<file path="config.mk">
export PLATFORM = sky130hd
export DESIGN_NAME = disp_btn_ctrl
export DESIGN_NICKNAME = d
export VERILOG_FILES = /design/src/rtl/disp_btn_ctrl_pkg.sv /design/src/rtl/disp_btn_ctrl_hex7seg.sv /design/src/rtl/disp_btn_ctrl.sv
export SDC_FILE = /design/constraint.sdc
export NUM_CORES = 1
export LEC_CHECK = 0
export CORE_ASPECT_RATIO = 1.4
export CORE_MARGIN = 2
export CORE_UTILIZATION = 42
export DETAILED_ROUTE_END_ITERATION = 8
export PLACE_DENSITY = 0.68
export SLEW_MARGIN = 40
export SYNTH_ARGS = -nofsm -noshare
export SYNTH_HDL_FRONTEND = slang
export SYNTH_SLANG_ARGS = --single-unit
</file>
<file path="constraint.sdc">
create_clock -name clk -period 9.9 [get_ports clk]
set_input_delay 1.98 -clock clk [delete_from_list [all_inputs] [get_ports clk]]
set_output_delay 1.98 -clock clk [all_outputs]
set_load 0.01 [all_outputs]
</file>
<file path="src/rtl/disp_btn_ctrl_pkg.sv">
// Shared definitions for the display/button front-panel peripheral:
// register addresses, the all-off segment pattern and a width helper.
package disp_btn_ctrl_pkg;

    typedef enum logic [1:0] {
        DISP_VAL = 2'd0,
        DISP_CFG = 2'd1,
        BTN_LVL  = 2'd2,
        BTN_EVT  = 2'd3
    } reg_addr_t;

    localparam logic [7:0] BLANK_SEG = 8'hFF;

    // Counter width for a limit, never narrower than one bit.
    function automatic int clog2_min1(input int n);
        return (n <= 2) ? 1 : $clog2(n);
    endfunction

endpackage

</file>
<file path="src/rtl/disp_btn_ctrl_hex7seg.sv">
// Hex nibble to 7-segment pattern, active-low, bit0..6 = segments a..g.
module hex7seg (
    input  logic [3:0] nibble,
    output logic [6:0] seg
);

    always_comb begin
        seg = 7'h7F;
        case (nibble)
            4'h0: seg = 7'h40;
            4'h1: seg = 7'h79;
            4'h2: seg = 7'h24;
            4'h3: seg = 7'h30;
            4'h4: seg = 7'h19;
            4'h5: seg = 7'h12;
            4'h6: seg = 7'h02;
            4'h7: seg = 7'h78;
            4'h8: seg = 7'h00;
            4'h9: seg = 7'h10;
            4'hA: seg = 7'h08;
            4'hB: seg = 7'h03;
            4'hC: seg = 7'h46;
            4'hD: seg = 7'h21;
            4'hE: seg = 7'h06;
            4'hF: seg = 7'h0E;
            default: seg = 7'h7F;
        endcase
    end

endmodule

</file>
<file path="src/rtl/disp_btn_ctrl.sv">
// Memory-mapped front panel: multiplexed N-digit 7-segment driver with
// per-digit blanking and decimal points, plus N debounced buttons with sticky press events.
module disp_btn_ctrl
    import disp_btn_ctrl_pkg::*;
#(
    parameter int N_DIGITS     = 4,
    parameter int N_BTN        = 2,
    parameter int REFRESH_DIV  = 100000,
    parameter int DEBOUNCE_CYC = 500000,
    parameter int DATA_W       = 32
) (
    input  logic                clk,
    input  logic                rst,
    input  logic                sel,
    input  logic                we,
    input  logic [1:0]          addr,
    input  logic [DATA_W-1:0]   data_in,
    output logic [DATA_W-1:0]   data_out,
    input  logic [N_BTN-1:0]    btn,
    output logic [7:0]          disp,
    output logic [N_DIGITS-1:0] disp_sel
);

    localparam int SCAN_W = clog2_min1(REFRESH_DIV);
    localparam int IDX_W  = clog2_min1(N_DIGITS);
    localparam int DB_W   = clog2_min1(DEBOUNCE_CYC);

    logic                  wr_en;
    logic                  rd_en;
    logic [4*N_DIGITS-1:0] val;
    logic [N_DIGITS-1:0]   dp;
    logic [N_DIGITS-1:0]   blank;
    logic [N_BTN-1:0]      lvl;
    logic [N_BTN-1:0]      rise;
    logic [N_BTN-1:0]      evt;
    logic [N_BTN-1:0]      evt_clr;
    logic [DATA_W-1:0]     rd_data;
    logic [SCAN_W-1:0]     scan_cnt;
    logic [IDX_W-1:0]      idx;
    logic [3:0]            cur_nib;
    logic [6:0]            seg;
    logic [N_DIGITS-1:0]   sel_onehot;
    logic                  unused_bits;

    assign wr_en       = sel & we;
    assign rd_en       = sel & ~we;
    assign unused_bits = ^data_in;

    always_ff @(posedge clk or posedge rst) begin
        if (rst) begin
            val   <= '0;
            dp    <= '0;
            blank <= '0;
        end else if (wr_en) begin
            case (reg_addr_t'(addr))
                DISP_VAL: val <= data_in[4*N_DIGITS-1:0];
                DISP_CFG: begin
                    dp    <= data_in[N_DIGITS-1:0];
                    blank <= data_in[8 +: N_DIGITS];
                end
                default: ;
            endcase
        end
    end

    // A press landing in the same cycle as its clear keeps the event set.
    assign evt_clr = (wr_en && reg_addr_t'(addr) == BTN_EVT) ? data_in[N_BTN-1:0] : '0;

    always_ff @(posedge clk or posedge rst) begin
        if (rst) evt <= '0;
        else     evt <= (evt & ~evt_clr) | rise;
    end

    always_comb begin
        rd_data = '0;
        case (reg_addr_t'(addr))
            DISP_VAL: rd_data[4*N_DIGITS-1:0] = val;
            DISP_CFG: begin
                rd_data[N_DIGITS-1:0] = dp;
                rd_data[8 +: N_DIGITS] = blank;
            end
            BTN_LVL:  rd_data[N_BTN-1:0] = lvl;
            BTN_EVT:  rd_data[N_BTN-1:0] = evt;
            default:  rd_data = '0;
        endcase
    end

    always_ff @(posedge clk or posedge rst) begin
        if (rst)        data_out <= '0;
        else if (rd_en) data_out <= rd_data;
    end

    always_ff @(posedge clk or posedge rst) begin
        if (rst) begin
            scan_cnt <= '0;
            idx      <= '0;
        end else if (scan_cnt == SCAN_W'(REFRESH_DIV - 1)) begin
            scan_cnt <= '0;
            idx      <= (idx == IDX_W'(N_DIGITS - 1)) ? '0 : idx + 1'b1;
        end else begin
            scan_cnt <= scan_cnt + 1'b1;
        end
    end

    assign cur_nib    = val[{idx, 2'b00} +: 4];
    assign sel_onehot = ~(N_DIGITS'(1) << idx);

    hex7seg u_hex (
        .nibble (cur_nib),
        .seg    (seg)
    );

    // Blanked digits keep their time slot but drive no segments and no enable.
    always_ff @(posedge clk or posedge rst) begin
        if (rst) begin
            disp     <= BLANK_SEG;
            disp_sel <= '1;
        end else if (blank[idx]) begin
            disp     <= BLANK_SEG;
            disp_sel <= '1;
        end else begin
            disp     <= {~dp[idx], seg};
            disp_sel <= sel_onehot;
        end
    end

    for (genvar b = 0; b < N_BTN; b++) begin : g_db
        logic            sync1;
        logic            sync2;
        logic            lvl_q;
        logic            settle;
        logic [DB_W-1:0] cnt;

        assign settle = (sync2 != lvl_q) && (cnt == DB_W'(DEBOUNCE_CYC - 1));

        // The stability count only runs while the synchronised input disagrees with the level.
        always_ff @(posedge clk or posedge rst) begin
            if (rst) begin
                sync1 <= 1'b0;
                sync2 <= 1'b0;
                lvl_q <= 1'b0;
                cnt   <= '0;
            end else begin
                sync1 <= btn[b];
                sync2 <= sync1;
                if (sync2 == lvl_q || settle) cnt <= '0;
                else                          cnt <= cnt + 1'b1;
                if (settle) lvl_q <= sync2;
            end
        end

        assign lvl[b]  = lvl_q;
        assign rise[b] = settle & sync2;
    end

endmodule

</file>
==> impl_metrics.env <==
export IMPL_status="finished, final reports clean"
export IMPL_synthArstFlopShare=1.00
export IMPL_synth_cells=496
export IMPL_diodes=0
export IMPL_crit_end="blank[1]$_DFFE_PP0P_"
export IMPL_post_cts_setup_buffer_count=0
export IMPL_synth_top_cell_by_area="dfrtp_1"
export IMPL_grt_max_degree=89
export IMPL_cts_tree="done"
export IMPL_required_ns=10.18
export IMPL_hpwl_um=7660
export IMPL_synth_top_area_frac=0.479
export IMPL_globalRouteOverflowTotal=0
export IMPL_die_height_um=139
export IMPL_areaGrowthSynthToFinish_pct=21.9
export IMPL_drive_above_1_share=0.149
export IMPL_max_freq_ghz=0.276
export IMPL_endpoint_kind="flop"
export IMPL_clock_path_buffers=2
export IMPL_dieArea_mm2=0.0140
export IMPL_clk_latency_ns=0.40
export IMPL_max_cap_viol_count=0
export IMPL_viasPerCell=5.26
export IMPL_die_w_um=101
export IMPL_cts_sinks=117
export IMPL_reg2regPathDepth=5
export IMPL_yosysSeqAreaShare=0.536
export IMPL_antenna_found_initial=0
export IMPL_criticalPathCategory="in2reg"
export IMPL_tightest_slew_ns=0.680
export IMPL_ys_types=48
export IMPL_start_util=0.428
export IMPL_leakage_uw=0.00289
export IMPL_synth_main_ff_cell="dfrtp_1"
export IMPL_rows=49
export IMPL_vias=3778
export IMPL_cts_htree_levels=4
export IMPL_grt_pass1_vias=3817
export IMPL_layout_nets=605
export IMPL_multiInputGateArea_mm2=0.00232
export IMPL_synth_area_leaders="dfrtp_1 48%, dfstp_2 5.7%, mux2_2 4.9%"
export IMPL_syn_avg_cell_area_um2=11.1
export IMPL_final_max_slew_viol_count=0
export IMPL_setup_tns_ns=0
export IMPL_routed_wl_um=11000
export IMPL_power_per_cell_area_mw_per_mm2=205
export IMPL_drt_first_iter_violations=155
export IMPL_finalHoldViolations=0
export IMPL_finClkSkew_ns=0.00833
export IMPL_synth_enable_flop_cells=0
export IMPL_crit_path_start="addr[0]"
export IMPL_yosysMostFrequentCell="dfrtp_1"
export IMPL_io_buffers=51
export IMPL_drc=0
export IMPL_r2r_end="g_db[0].cnt[14]$_DFF_PP0_"
export IMPL_grt_pass1_wl_um=18600
export IMPL_seq_area_mm2=0.00294
export IMPL_hold_path_class="reg2reg"
export IMPL_firstDrtPassIters=6
export IMPL_ios=84
export IMPL_core_area_mm2=0.0128
export IMPL_rsz0062_at_grt="false"
export IMPL_nFillCells=1113
export IMPL_ff2ff_setup_slack_ns=7.75
export IMPL_max_slew_margin=0.543
export IMPL_worstPathMaxFanout=14
export IMPL_syn_area_mm2=0.00549
export IMPL_synth_common_cells="105 x dfrtp_1, 62 x nor2_1, 43 x nand2_1"
export IMPL_post_route_util=0.522
export IMPL_cts_buffers=17
export IMPL_wl_per_cell_um=15.4
export IMPL_globalplace_congestion=0.815
export IMPL_cp_data_arrival_time_ns=3.90
export IMPL_path_clk_slew_ns=0.05
export IMPL_reg2reg_from="g_db[0].cnt[7]$_DFF_PP0_"
export IMPL_fin_crit_sh=0.366
export IMPL_setup_violations=0
export IMPL_ant_nets=0
export IMPL_ys_ff_latch=117
export IMPL_yosysWarnings=0
export IMPL_cp_start_kind="input pin"
export IMPL_cts_root_buf="clkbuf_16"
export IMPL_fin_crit_ns=3.62
export IMPL_track_usage=0.169
export IMPL_ir_drop_mv=0.101
export IMPL_cts_hold_buffers=0
export IMPL_ctsResizeCount=0
-- registers in the layout, indices dropped and copies added (netlist names), 4 cells and up --
| signal | flops |
|---|---|
| blank | 4 |
| data_out | 16 |
| disp | 8 |
| disp_sel | 4 |
| dp | 4 |
| g_db.cnt | 38 |
| scan_cnt | 17 |
| val | 16 |
-- how the worst min path moves through the flow --
stage	from	to	slack (ns)	depth (start not counted)
6_report	g_db[1].sync1$_DFF_PP0_	g_db[1].sync2$_DFF_PP0_	0.35	0
3_3_place_gp	g_db[0].sync1$_DFF_PP0_	g_db[0].sync2$_DFF_PP0_	0.34	0
3_5_place_dp	g_db[0].sync1$_DFF_PP0_	g_db[0].sync2$_DFF_PP0_	0.35	0
5_1_grt	g_db[1].sync1$_DFF_PP0_	g_db[1].sync2$_DFF_PP0_	0.36	0
2_1_floorplan	g_db[0].sync1$_DFF_PP0_	g_db[0].sync2$_DFF_PP0_	0.33	0
4_1_cts	g_db[1].sync1$_DFF_PP0_	g_db[1].sync2$_DFF_PP0_	0.36	0
-- worst max-delay path: stages --
cell,delay [ns]
clkdlybuf4s50_1,0.90
nand4b_1,0.56
mux2_2,0.46
-- cells in the final DEF (no fill, tap or decap), types with 17 or more instances in the layout --
cell type,Yosys,routed
xor2_1,30,30
nand4_1,18,18
mux2_2,24,24
nand2_1,43,43
nand3_1,19,19
xnor2_1,20,20
dfrtp_1,105,105
clkdlybuf4s50_1,0,51
nor2_1,62,62
clkbuf_16,0,17
-- layer usage --
metal  routed length (µm)  global-route usage
met5                    0                   0
met2                 5910               0.290
met4                  164              0.0642
met1                 4530               0.196
met3                  444              0.0522
-- cell type report --
type | instances | area share
flip-flops and latches | 117 | 0.440
multi-input cells | 345 | 0.347
repair buffers | 55 | 0.0817
clock buffers | 24 | 0.0750
well taps | 153 | 0.0286
clock inverters | 8 | 0.0180
inverters | 16 | 0.00935
-- through the flow --
step           hold slack (ns)  cells  instance area, µm²  setup WS (ns)  total power, µW
6_report                 0.352    718                6690           6.28             1370
4_1_cts                  0.358    718                6680           6.32             1380
3_5_place_dp             0.350    686                6060           5.94              748
5_1_grt                  0.361    718                6690           6.23             1430
3_3_place_gp             0.337    686                6060           5.97              741
2_1_floorplan            0.331    511                5540           4.84              672
-- logic make-up (layout without fill, tap and decap cells) --
kind of cell             after synthesis  in the layout  share of synthesized area
other                                  1             16                   0.000683
AO/OA/AOI/OAI                         43             43                     0.0515
adder cells (fa/ha/maj)               13             13                     0.0296
multiplexers                          39             39                     0.0880
XOR/XNOR                              50             50                     0.0798
buffers and inverters                 49            103                     0.0511
AND/OR/NAND/NOR                      184            184                      0.163
flip-flops                           117            117                      0.536
-- where the power goes --
group	switching, µW	internal (µW)	total (µW)
sequential	30.4	533	563
clock	202	428	629
combinational	84.9	91.4	176
total	317	1050	1370
(Power assumes the default switching activity.)
